[src/rtl/ofm_tile_collector.sv]
// ofm_tile_collector
// Turns the tile-ordered dual-port result stream from CONV_ACC into
// raster-order OFM memory writes (addr = channel, row, column). It clips
// writes outside the valid output area, tracks frame completion and latches
// protocol errors in a sticky flag.
module ofm_tile_collector #(
   parameter int DATA_W    = 25,
   parameter int TI        = 16,
   parameter int TILES_W   = 4,
   parameter int BAND_ROWS = 5,
   parameter int BANDS     = 13,
   parameter int OFM_H     = 61,
   parameter int OFM_W     = 61,
   parameter int CH        = 8,
   parameter int ADDR_W    = 16
) (
   input  logic              clk,
   input  logic              rst_n,
   input  logic              start,
   input  logic [DATA_W-1:0] ofm_port0,
   input  logic [DATA_W-1:0] ofm_port1,
   input  logic              ofm_port0_v,
   input  logic              ofm_port1_v,
   output logic              wr0_en,
   output logic [ADDR_W-1:0] wr0_addr,
   output logic [DATA_W-1:0] wr0_data,
   output logic              wr1_en,
   output logic [ADDR_W-1:0] wr1_addr,
   output logic [DATA_W-1:0] wr1_data,
   output logic              busy,
   output logic              done,
   output logic              err
);

   localparam int OW_W = (TI > 1)        ? $clog2(TI)        : 1;
   localparam int R_W  = (BAND_ROWS > 1) ? $clog2(BAND_ROWS) : 1;
   localparam int TW_W = (TILES_W > 1)   ? $clog2(TILES_W)   : 1;
   localparam int B_W  = (BANDS > 1)     ? $clog2(BANDS)     : 1;
   localparam int OC_W = (CH > 1)        ? $clog2(CH)        : 1;

   localparam logic [OW_W-1:0] OW_LAST = OW_W'(TI - 1);
   localparam logic [TW_W-1:0] TW_LAST = TW_W'(TILES_W - 1);
   localparam logic [B_W-1:0]  B_LAST  = B_W'(BANDS - 1);
   localparam logic [OC_W-1:0] OC_LAST = OC_W'(CH - 1);

   logic [OW_W-1:0]   ow_q, ow_d;
   logic [R_W-1:0]    r_q, r_d;
   logic [TW_W-1:0]   tw_q, tw_d;
   logic [B_W-1:0]    band_q, band_d;
   logic [OC_W-1:0]   oc_q, oc_d;
   logic              busy_q, busy_d;
   logic              done_q, done_d;
   logic              err_q, err_d;
   logic              wr0_en_q, wr0_en_d;
   logic [ADDR_W-1:0] wr0_addr_q, wr0_addr_d;
   logic [DATA_W-1:0] wr0_data_q, wr0_data_d;
   logic              wr1_en_q, wr1_en_d;
   logic [ADDR_W-1:0] wr1_addr_q, wr1_addr_d;
   logic [DATA_W-1:0] wr1_data_q, wr1_data_d;

   logic [31:0] row0, col, addr0, addr1;
   logic        dual_ok, dual_bad, orphan, row_wrap;
   logic [31:0] step;

   // Raster position and address of the current beat; all math in 32 bits, unsigned.
   always_comb begin
      row0     = 32'(band_q) * BAND_ROWS + 32'(r_q);
      col      = 32'(tw_q) * TI + 32'(ow_q);
      addr0    = 32'(oc_q) * (OFM_H * OFM_W) + row0 * OFM_W + col;
      addr1    = addr0 + OFM_W;
      // A dual beat needs room for row r+1 inside the current band.
      dual_ok  = ofm_port0_v && ofm_port1_v && ((32'(r_q) + 32'd2) <= BAND_ROWS);
      dual_bad = ofm_port0_v && ofm_port1_v && !dual_ok;
      orphan   = ofm_port1_v && !ofm_port0_v;
      step     = dual_ok ? 32'd2 : 32'd1;
      row_wrap = (32'(r_q) + step) >= BAND_ROWS;
   end

   // Beat acceptance, counter advance, write generation and error tracking.
   always_comb begin
      ow_d       = ow_q;
      r_d        = r_q;
      tw_d       = tw_q;
      band_d     = band_q;
      oc_d       = oc_q;
      busy_d     = busy_q;
      done_d     = 1'b0;
      err_d      = err_q;
      wr0_en_d   = 1'b0;
      wr0_addr_d = wr0_addr_q;
      wr0_data_d = wr0_data_q;
      wr1_en_d   = 1'b0;
      wr1_addr_d = wr1_addr_q;
      wr1_data_d = wr1_data_q;

      if (start) begin
         ow_d   = '0;
         r_d    = '0;
         tw_d   = '0;
         band_d = '0;
         oc_d   = '0;
         busy_d = 1'b1;
      end else if (busy_q) begin
         if (orphan) begin
            err_d = 1'b1;
         end else if (ofm_port0_v) begin
            if (dual_bad) err_d = 1'b1;
            if ((row0 < OFM_H) && (col < OFM_W)) begin
               wr0_en_d   = 1'b1;
               wr0_addr_d = addr0[ADDR_W-1:0];
               wr0_data_d = ofm_port0;
            end
            if (dual_ok && ((row0 + 32'd1) < OFM_H) && (col < OFM_W)) begin
               wr1_en_d   = 1'b1;
               wr1_addr_d = addr1[ADDR_W-1:0];
               wr1_data_d = ofm_port1;
            end
            if (ow_q == OW_LAST) begin
               ow_d = '0;
               if (row_wrap) begin
                  r_d = '0;
                  if (tw_q == TW_LAST) begin
                     tw_d = '0;
                     if (band_q == B_LAST) begin
                        band_d = '0;
                        if (oc_q == OC_LAST) begin
                           oc_d   = '0;
                           busy_d = 1'b0;
                           done_d = 1'b1;
                        end else begin
                           oc_d = oc_q + 1'b1;
                        end
                     end else begin
                        band_d = band_q + 1'b1;
                     end
                  end else begin
                     tw_d = tw_q + 1'b1;
                  end
               end else begin
                  r_d = r_q + R_W'(step);
               end
            end else begin
               ow_d = ow_q + 1'b1;
            end
         end
      end else if (ofm_port0_v || ofm_port1_v) begin
         // Any beat outside a frame (including after done) is a protocol error.
         err_d = 1'b1;
      end
   end

   // State and registered outputs, synchronous active-low reset.
   always_ff @(posedge clk) begin
      if (!rst_n) begin
         ow_q       <= '0;
         r_q        <= '0;
         tw_q       <= '0;
         band_q     <= '0;
         oc_q       <= '0;
         busy_q     <= 1'b0;
         done_q     <= 1'b0;
         err_q      <= 1'b0;
         wr0_en_q   <= 1'b0;
         wr0_addr_q <= '0;
         wr0_data_q <= '0;
         wr1_en_q   <= 1'b0;
         wr1_addr_q <= '0;
         wr1_data_q <= '0;
      end else begin
         ow_q       <= ow_d;
         r_q        <= r_d;
         tw_q       <= tw_d;
         band_q     <= band_d;
         oc_q       <= oc_d;
         busy_q     <= busy_d;
         done_q     <= done_d;
         err_q      <= err_d;
         wr0_en_q   <= wr0_en_d;
         wr0_addr_q <= wr0_addr_d;
         wr0_data_q <= wr0_data_d;
         wr1_en_q   <= wr1_en_d;
         wr1_addr_q <= wr1_addr_d;
         wr1_data_q <= wr1_data_d;
      end
   end

   assign wr0_en   = wr0_en_q;
   assign wr0_addr = wr0_addr_q;
   assign wr0_data = wr0_data_q;
   assign wr1_en   = wr1_en_q;
   assign wr1_addr = wr1_addr_q;
   assign wr1_data = wr1_data_q;
   assign busy     = busy_q;
   assign done     = done_q;
   assign err      = err_q;

endmodule

[config.mk]
export PLATFORM = sky130hd
export DESIGN_NAME = ofm_tile_collector
export DESIGN_NICKNAME = d
export VERILOG_FILES = /design/src/rtl/ofm_tile_collector.sv
export SDC_FILE = /design/constraint.sdc
export NUM_CORES = 1
export LEC_CHECK = 0
export BUFFER_PORTS_ARGS = -buffer_cell sky130_fd_sc_hd__buf_2
export CORE_MARGIN = 4
export CORE_UTILIZATION = 40
export CTS_BUF_LIST = sky130_fd_sc_hd__clkbuf_2 sky130_fd_sc_hd__clkbuf_4 sky130_fd_sc_hd__clkbuf_8
export CTS_CLUSTER_DIAMETER = 150
export CTS_CLUSTER_SIZE = 28
export DETAILED_ROUTE_END_ITERATION = 7
export REMOVE_ABC_BUFFERS = 1
export SLEW_MARGIN = 15
export SYNTH_ARGS = -nofsm -noshare
export SYNTH_HDL_FRONTEND = slang
export SYNTH_SLANG_ARGS = --single-unit
[constraint.sdc]
create_clock -name clk -period 7.6 [get_ports clk]
set_input_delay 1.9 -clock clk [delete_from_list [all_inputs] [get_ports clk]]
set_output_delay 1.9 -clock clk [all_outputs]
set_load 0.01 [all_outputs]
==> impl_metrics.py, run 1 <==
metrics = {
    "setup_path": {
        "cp-start-kind": "flop",
        "crit_fanout": 9,
        "path_cells": "ha_1 -> ha_1 -> fa_1 -> a21o_1 -> a21oi_1 -> xnor2_2 -> ha_1 -> fa_1 -> fa_1 -> fa_1 -> inv_1 -> fa_1 -> inv_1 -> ha_1 -> or2_2 -> or3_1 -> o22ai_1 -> xor2_1 -> nor3b_2 -> and4_1 -> or4b_1 -> a31oi_1",
        "cpPeakStageDelay_ns": 0.55,
        "crit_family": "adder cells",
        "cp_num_buf_inv": 2,
        "end_kind": "flop",
        "cp.arrival_ns": 7.38,
        "required_ns": 7.91,
        "crit_top_cell": "fa_1",
        "crit_type": "flop to flop",
        "crit_slowest_cell": "fa_1",
    },
    "route": {
        "met3_length_um": 870,
        "drtAntennaViolNets": 0,
        "dr_wl_met2_um": 6955,
        "m1WireLength_um": 7391,
        "via_per_inst": 4.836,
        "postRouteWirelength_um": 15440,
        "wire_per_inst_um": 13.42,
        "vias": 5566,
        "drc": 0,
        "drtIter0Drc": 231,
        "dr.pass1.iters": 5,
        "top_layer": "met4",
    },
    "power_and_ir_drop": {
        "power_frac_clock_pct": 35.2,
        "netSwitchingFraction_pct": 25.24,
        "seq_power_share_pct": 58.5,
        "combPwrFrac_pct": 6.3,
        "p_int_mw": 0.7034,
        "switchingPower_mw": 0.2374,
        "powerDensity_nw_per_um2": 121.1,
        "ir_worst_vdd_mv": 0.1180,
        "power.leakage_nw": 3.822,
    },
    "clock_tree": {
        "cts-root-buf": "clkbuf_8",
        "cts_tree": "done",
        "clk_latency_ns": 0.38,
        "clk_pin_slew_ns": 0.10,
        "clock-sinks": 103,
        "cts.path.max_buffers": 2,
        "cts_max_level": 3,
        "cts_made_buffers": 9,
        "cts_hold_buf": 0,
    },
    "die": {
        "die_height_um": 137.2,
        "floorplan.die_area_um2": 18820,
        "design.core.area_um2": 16120,
        "ios": 142,
        "die-width_um": 137.2,
        "rows": 46,
        "start_util_pct": 41.42,
    },
    "place": {
        "gp_congestion": 0.8602,
        "dpl.hpwl_um": 11910,
        "portBuffers": 141,
    },
    "global_routing": {
        "grt-ovfl-total": 0,
        "grt_pass1_vias": 5255,
        "grt_pass1_wl_um": 25480,
        "antenna_found_initial": 0,
        "grt_usage_pct": 16.81,
        "grt_max_degree": 73,
    },
    "timing": {
        "worstMarginPinSlew_ns": 0.7599,
        "slew_viol_final": 0,
        "finalHoldViolCount": 0,
        "finalSetupTns_ns": 0,
        "finalClockSkew_ns": 0.01021,
        "rsz0062_at_grt": "no",
        "final-setup-viol-count": 0,
        "fin_crit_ns": 7.071,
        "relSlewSlack_pct": 49.34,
        "period_share_pct": 93.04,
        "clock.fmax_mhz": 141.4,
    },
    "cells_and_area": {
        "fillers": 1661,
        "nets": 1097,
        "diodes": 0,
        "drive_gt1_share_pct": 19.68,
        "final_util_pct": 48.19,
        "area_growth_pct": 16.34,
    },
    "hold_path": {
        "hp-class": "flop to flop",
    },
    "outcome": {
        "status": "complete, no violations",
    },
    "job": {
        "maxCapViolations": 0,
    },
    "yosys": {
        "syn_inst": 803,
        "synth_cell_types": 63,
        "ys_seq_area_share_pct": 30.89,
        "synth_area_um2": 6675,
        "synth_ff_type": "dfxtp_1",
        "synth-edff-count": 0,
        "ys_seq_elements": 103,
        "ys_warn_count": 0,
        "async_reset_ff_share_pct": 0,
        "syn_area_per_cell_um2": 8.313,
    },
}
## final cells by class
class	count	area (µm²)	area share [%]
clock buffer	10	137.6	1.772
inverter	83	311.5	4.012
multi-input combinational	584	4169	53.68
sequential	103	2062	26.55
tap	216	270.3	3.480
clock inverter	6	50.05	0.6444
timing repair buffer	149	765.7	9.860
## tightest hold or removal path: stages (launching register included)
cell	delay, ns
dfxtp_1	0.32
nand2_1	0.05
a21oi_1	0.05
## sequential cells by signal, indices dropped and copies added (netlist names), 2 cells and up
| signal | count |
|---|---|
| band_q | 4 |
| oc_q | 3 |
| ow_q | 4 |
| r_q | 3 |
| tw_q | 2 |
| wr0_addr | 16 |
| wr0_data | 25 |
| wr1_addr | 16 |
| wr1_data | 25 |
## layer usage
metal	up-vias	track usage, %
li1	2927	-
met1	2514	21.99
met2	111	27.98
met3	14	3.944
met4	0	4.435
met5	-	0
## stage by stage
stage / std cells / hold slack, ns / total power [mW] / instance area [µm²] / worst slack [ns]
after floorplan: 770 / 0.4492 / 0.5905 / 6526 / 0.8555
after CTS: 1151 / 0.4539 / 0.9603 / 7766 / 0.4564
after global routing: 1151 / 0.4687 / 0.9857 / 7766 / 0.009402
final: 1151 / 0.4535 / 0.9408 / 7766 / 0.5291
after global placement: 1135 / 0.4374 / 0.6232 / 7579 / 0.5776
after detailed placement: 1135 / 0.4417 / 0.6235 / 7579 / 0.4940
## power groups by stage
stage / logic (mW) / clock network, mW / registers [mW]
global route: 0.0666 / 0.367 / 0.552
floorplan: 0.0232 / 0 / 0.567
CTS: 0.0602 / 0.349 / 0.551
detailed placement: 0.0601 / 0 / 0.563
global placement: 0.0598 / 0 / 0.563
finish: 0.0591 / 0.331 / 0.551
## Yosys cell counts, types with 3 or more instances
library cell / instances / area [µm²]
and2_1: 4 / 25.02
a211oi_1: 9 / 67.56
clkbuf_1: 18 / 67.56
a22o_1: 3 / 26.28
nor3_1: 14 / 70.07
nand4_1: 6 / 37.54
xnor2_1: 21 / 183.9
xnor2_2: 3 / 48.80
or3_1: 3 / 18.77
a31oi_1: 3 / 18.77
o31ai_1: 3 / 22.52
a21o_1: 8 / 60.06
buf_2: 13 / 65.06
nand3_1: 14 / 70.07
nor2_1: 50 / 187.7
dfxtp_1: 103 / 2062
xor2_1: 11 / 96.34
or2_2: 3 / 18.77
ha_1: 84 / 1051
a21oi_1: 90 / 450.4
nand3b_1: 3 / 22.52
nand2_1: 155 / 581.8
nand2b_1: 8 / 50.05
inv_1: 83 / 311.6
and3_1: 3 / 18.77
fa_1: 28 / 560.5
o21ai_0: 15 / 75.07
## cell families (layout without fill, tap and decap cells)
family / Yosys count / in the layout / share of synthesized area (%)
AOI/OAI and AO/OA: 155 / 155 / 14.00
muxes: 2 / 2 / 0.2999
and+or+nand+nor: 280 / 280 / 18.84
DFF: 103 / 103 / 30.89
buffers and inverters: 116 / 248 / 6.898
xor gates and xnor gates: 35 / 35 / 4.930
adders and majority gates: 112 / 112 / 24.14
## path summary, 6_finish.rpt
kind	from	end	slack (ns)	cells after the start
max	band_q[2]	wr1_addr[15]	0.53	22
min	wr1_addr[12]	wr1_addr[12]	0.45	2
max reg2reg	band_q[2]	wr1_addr[15]	0.53	22
min reg2reg	wr1_addr[12]	wr1_addr[12]	0.45	2
## what timing repair did
action | in CTS | in global routing
setup endpoints to repair | 0 | 1
hold endpoints to repair | 0 | 0
gates resized for setup | 0 | 0
setup buffers | 0 | 0
## cells in the final DEF (no fill, tap or decap), drive strengths merged, types with 4 or more instances in the layout
cell    synthesis  routed
a211oi         10      10
a21o            8       8
a21oi          91      91
and2            4       4
buf            14     149
clkbuf         19      10
dfxtp         103     103
fa             28      28
ha             84      84
inv            83      86
nand2         156     156
nand2b          8       8
nand3          15      15
nand4           6       6
nor2           50      50
nor3           15      15
o21ai          17      17
xnor2          24      24
xor2           11      11
Power figures use the tool's default switching activity.
==> inputs of run 2 (changes only) <==
--- a/config.mk
+++ b/config.mk
@@ -7,11 +7,12 @@
 export LEC_CHECK = 0
 export BUFFER_PORTS_ARGS = -buffer_cell sky130_fd_sc_hd__buf_2
 export CORE_MARGIN = 4
-export CORE_UTILIZATION = 40
+export CORE_UTILIZATION = 51
 export CTS_BUF_LIST = sky130_fd_sc_hd__clkbuf_2 sky130_fd_sc_hd__clkbuf_4 sky130_fd_sc_hd__clkbuf_8
 export CTS_CLUSTER_DIAMETER = 150
 export CTS_CLUSTER_SIZE = 28
 export DETAILED_ROUTE_END_ITERATION = 7
+export PLACE_DENSITY = 0.75
 export REMOVE_ABC_BUFFERS = 1
 export SLEW_MARGIN = 15
 export SYNTH_ARGS = -nofsm -noshare
==> run 2 against run 1 <==
Against the previous run:
- register-to-register slack lost 0.15 ns
- largest power group unchanged
- combinational power shrank 2%
- count of clock-buffer cells in the layout is the same
- final area shrank 0.74%
==> impl_metrics.py, run 2 (same netlist as run 1, synthesis figures left out) <==
metrics = {
    "power_and_ir_drop": {
        "total_power_mw": 0.9339,
        "power.leakage_nw": 3.818,
        "ir_worst_vdd_mv": 0.1167,
        "powerDensity_nw_per_um2": 121.2,
    },
    "clock_tree": {
        "cts_setup_buffers": 0,
        "cts_max_level": 3,
        "cts_tree": "done",
        "cts_hold_buf": 0,
        "clock-sinks": 103,
        "clk_pin_slew_ns": 0.10,
        "cts_made_buffers": 9,
        "clk_latency_ns": 0.37,
        "cts-root-buf": "clkbuf_8",
        "cts.path.max_buffers": 2,
        "cts_resized": 0,
    },
    "global_routing": {
        "antenna_found_initial": 0,
        "grt_pass1_vias": 5232,
        "grt_max_degree": 82,
        "grt-ovfl-total": 0,
        "grt_usage_pct": 19.39,
        "grt_pass1_wl_um": 23690,
    },
    "timing": {
        "finalClockSkew_ns": 0.01290,
        "postLayoutSetupSlackWorst_ns": 0.3825,
        "fin_crit_ns": 7.218,
        "period_share_pct": 94.97,
        "rsz0062_at_grt": "no",
        "relSlewSlack_pct": 44.83,
        "worstMarginPinSlew_ns": 0.8276,
        "slew_viol_final": 0,
        "finalHoldViolCount": 0,
        "final-setup-viol-count": 0,
        "finalSetupTns_ns": 0,
        "clock.fmax_mhz": 138.6,
    },
    "route": {
        "vias": 5611,
        "drtAntennaViolNets": 0,
        "dr.pass1.iters": 5,
        "postRouteWirelength_um": 14600,
        "drtIter0Drc": 282,
        "via_per_inst": 5.073,
        "wire_per_inst_um": 13.20,
        "drc": 0,
    },
    "cells_and_area": {
        "mostFrequentLayoutCell": "nand2_1",
        "nets": 1096,
        "area_growth_pct": 15.48,
        "diodes": 0,
        "drive_gt1_share_pct": 19.59,
        "final_util_pct": 60.59,
        "most-common-layout-cells": "nand2_1, buf_2, dfxtp_1",
    },
    "setup_path": {
        "cpPeakStageDelay_ns": 0.53,
        "crit_type": "flop to flop",
        "end_kind": "flop",
        "cp.arrival_ns": 7.52,
        "crit_fanout": 7,
        "crit_family": "adder cells",
        "crit_slowest_cell": "fa_1",
        "path_cells": "ha_1 -> ha_1 -> ha_1 -> a21o_1 -> a21oi_2 -> o21bai_1 -> a21oi_1 -> inv_1 -> ha_1 -> fa_1 -> inv_1 -> fa_1 -> inv_1 -> fa_1 -> ha_1 -> ha_1 -> or2_2 -> or3_1 -> o22ai_1 -> xor2_1 -> nor3b_2 -> and4_1 -> or4b_1 -> a31oi_1",
        "required_ns": 7.90,
        "crit_top_cell": "ha_1",
        "cp_num_buf_inv": 3,
        "cp-start-kind": "flop",
    },
    "outcome": {
        "status": "complete, no violations",
    },
    "die": {
        "start_util_pct": 52.47,
        "ios": 142,
        "rows": 41,
        "die-width_um": 122.4,
        "die_height_um": 122.4,
        "floorplan.die_area_um2": 14980,
        "design.core.area_um2": 12720,
    },
    "place": {
        "dpl.hpwl_um": 11240,
        "portBuffers": 141,
        "gp_congestion": 0.9196,
        "place_ws_ns": 0.4226,
    },
    "job": {
        "maxCapViolations": 0,
    },
    "hold_path": {
        "hp-class": "flop to flop",
    },
}
run 2: cell types whose count changed in the layout (fill, tap and decap cells not counted):
cell / delta
clkinv_4: +1
inv_8: -1
buf_4: -1
clkinv_8: +1
inv_6: -1
run 2: power by group:
part           internal, mW  switching (mW)
Sequential            0.547         0.00390
Combinational        0.0236          0.0345
Clock                 0.132           0.192
Total                 0.703           0.231
run 2: metal layers:
layer,vias to the layer above,track usage (%),wire (µm)
met5,-,0,0
met4,0,4.269,157
met3,16,3.871,1020
met2,153,33.56,6899
met1,2509,25.11,6518
li1,2933,-,-
run 2: area by class of cell:
class / instances / area [µm²]
multi-input cells: 584 / 4169
flip-flops and latches: 103 / 2062
well taps: 172 / 215.2
clock buffers: 10 / 137.6
repair buffers: 148 / 758.2
clock inverters: 6 / 55.05
inverters: 83 / 311.5
fillers: 1213 / 5014
run 2: worst min-delay path, cell delays in order (launching register included):
cell and delay [ns]:
dfxtp_1 0.32, nand2_1 0.05, a21oi_1 0.05
run 2: through the flow:
stage | area (µm²) | instances | hold slack (ns)
4_1_cts | 7709 | 1106 | 0.4579
2_1_floorplan | 6526 | 770 | 0.4492
5_1_grt | 7709 | 1106 | 0.4755
6_report | 7709 | 1106 | 0.4535
3_3_place_gp | 7516 | 1090 | 0.4388
3_5_place_dp | 7516 | 1090 | 0.4434
run 2: worst paths after layout:
kind         slack, ns  cells after the start      endpoint         start
max               0.38                     24  wr1_addr[15]     band_q[2]
min               0.45                      2  wr0_addr[14]  wr0_addr[14]
max reg2reg       0.38                     24  wr1_addr[15]     band_q[2]
min reg2reg       0.45                      2  wr0_addr[14]  wr0_addr[14]
==> inputs of run 3 (changes only) <==
--- a/config.mk
+++ b/config.mk
@@ -13,7 +13,6 @@
 export CTS_CLUSTER_SIZE = 28
 export DETAILED_ROUTE_END_ITERATION = 7
 export PLACE_DENSITY = 0.75
-export REMOVE_ABC_BUFFERS = 1
 export SLEW_MARGIN = 15
 export SYNTH_ARGS = -nofsm -noshare
 export SYNTH_HDL_FRONTEND = slang
==> run 3 against run 2 <==
Against the previous run:
- clock power is 7.4% higher
- total power is 2.7% higher
- register-to-register slack better by 0.10 ns
- via count is 1.8% higher
- final area hardly changed
- core utilization hardly changed
- critical path type unchanged
- largest power group unchanged
- largest cell class unchanged
- flip-flop and latch count stayed put
- global-route usage is 0.73 points higher
- setup slack better by 0.10 ns
- combinational power is 1% higher
- sequential power hardly changed
- sequential share of layout area hardly changed
==> impl_metrics.py, run 3 (same netlist as run 1, synthesis figures left out) <==
metrics = {
    "die": {
        "die-width_um": 122.4,
        "die_height_um": 122.4,
        "start_util_pct": 52.47,
        "ios": 142,
        "design.core.area_um2": 12720,
        "floorplan.die_area_um2": 14980,
        "rows": 41,
    },
    "place": {
        "place_ws_ns": 0.4863,
        "dp.cells": 1089,
        "dpl.hpwl_um": 11760,
        "portBuffers": 141,
        "placed_cell_area_um2": 7508,
        "gp_congestion": 0.8719,
    },
    "clock_tree": {
        "cts-root-buf": "clkbuf_8",
        "cts_max_level": 3,
        "clk_pin_slew_ns": 0.11,
        "clk_latency_ns": 0.38,
        "cts_setup_buffers": 0,
        "cts_hold_buf": 0,
        "cts_resized": 0,
        "cts.path.max_buffers": 2,
        "cts_tree": "done",
        "clock-sinks": 103,
        "cts_made_buffers": 9,
    },
    "timing": {
        "finalClockSkew_ns": 0.01547,
        "slew_viol_final": 0,
        "rsz0062_at_grt": "no",
        "holdWs_ns": 0.4570,
        "clock.fmax_mhz": 140.5,
        "period_share_pct": 93.65,
        "finalHoldViolCount": 0,
        "finalSetupTns_ns": 0,
        "relSlewSlack_pct": 24.39,
        "fin_crit_ns": 7.118,
        "final-setup-viol-count": 0,
        "worstMarginPinSlew_ns": 1.134,
        "postLayoutSetupSlackWorst_ns": 0.4823,
    },
    "setup_path": {
        "cp.arrival_ns": 7.43,
        "crit_type": "flop to flop",
        "required_ns": 7.92,
        "end_kind": "flop",
        "cp-start-kind": "flop",
        "crit_fanout": 9,
    },
    "cells_and_area": {
        "drive_gt1_share_pct": 19.51,
        "final_util_pct": 60.63,
        "final_area_um2": 7714,
        "fillers": 1216,
        "most-common-layout-cells": "nand2_1, buf_2, dfxtp_1",
        "nets": 1095,
        "stdcell_count": 1105,
        "diodes": 0,
        "mostFrequentLayoutCell": "nand2_1",
        "area_growth_pct": 15.56,
    },
    "route": {
        "via_per_inst": 5.169,
        "wire_per_inst_um": 13.77,
        "vias": 5712,
        "dr.pass1.iters": 4,
        "drtAntennaViolNets": 0,
        "drtIter0Drc": 268,
        "drc": 0,
        "postRouteWirelength_um": 15220,
    },
    "power_and_ir_drop": {
        "ir_worst_vdd_mv": 0.1097,
        "powerDensity_nw_per_um2": 124.4,
        "total_power_mw": 0.9594,
        "power.leakage_nw": 3.821,
    },
    "outcome": {
        "status": "complete, no violations",
    },
    "global_routing": {
        "grt_max_degree": 67,
        "grt_pass1_vias": 5363,
        "grt-ovfl-total": 0,
        "grt_usage_pct": 20.12,
        "antenna_found_initial": 0,
        "grt_pass1_wl_um": 24760,
    },
    "job": {
        "maxCapViolations": 0,
    },
    "yosys": {
        "syn-num-nets": 970,
    },
    "hold_path": {
        "hp-class": "flop to flop",
    },
}
==> run 3: changes by cell type in the layout (fill, tap and decap cells not counted) <==
| cell | previous run | this run |
|---|---|---|
| clkinv_2 | 1 | 0 |
| clkbuf_8 | 10 | 9 |
| buf_4 | 7 | 6 |
| clkinvlp_4 | 1 | 0 |
| inv_12 | 0 | 1 |
| inv_8 | 0 | 2 |
==> run 3: final timing paths <==
kind	depth (start not counted)	end	start	slack, ns
setup / recovery	22	wr1_addr[15]	band_q[2]	0.48
hold / removal	2	wr0_data[0]	wr0_data[0]	0.46
setup reg to reg	22	wr1_addr[15]	band_q[2]	0.48
hold reg to reg	2	wr0_data[0]	wr0_data[0]	0.46
==> run 3: routing by layer <==
metal  vias up  GRT usage [%]  wire length [µm]
met1      2625          26.52              6995
met4         0          6.158               284
met5         -              0                 0
li1       2925              -                 -
met3        22          3.733               855
met2       140          33.63              7081
==> run 3: where the power goes <==
group	leakage, nW	total (mW)	switching [mW]	internal, mW
registers	0.832	0.551	0.00397	0.547
logic	2.89	0.0589	0.0353	0.0236
clock network	0.104	0.349	0.216	0.133
==> run 3: area by class of cell <==
cell class / instances / area [µm²] / area share, %
clock buffers: 9 / 123.9 / 1.606
multi-input cells: 584 / 4169 / 54.05
well taps: 172 / 215.2 / 2.790
inverters: 83 / 311.5 / 4.039
clock inverters: 7 / 81.33 / 1.054
flip-flops and latches: 103 / 2062 / 26.73
repair buffers: 147 / 750.7 / 9.732
==> run 3: critical path, cell delays in order (launching register included) <==
cell and delay [ns]:
dfxtp_1 0.44, ha_1 0.27, ha_1 0.32, fa_1 0.49
a21o_1 0.20, a21oi_1 0.22, xnor2_2 0.26, ha_1 0.33
fa_1 0.47, fa_1 0.52, fa_1 0.54, inv_1 0.05
fa_1 0.49, inv_1 0.04, ha_1 0.26, or2_2 0.35
or3_1 0.31, o22ai_1 0.16, xor2_1 0.16, nor3b_2 0.32
and4_1 0.26, or4b_1 0.43, a31oi_1 0.16
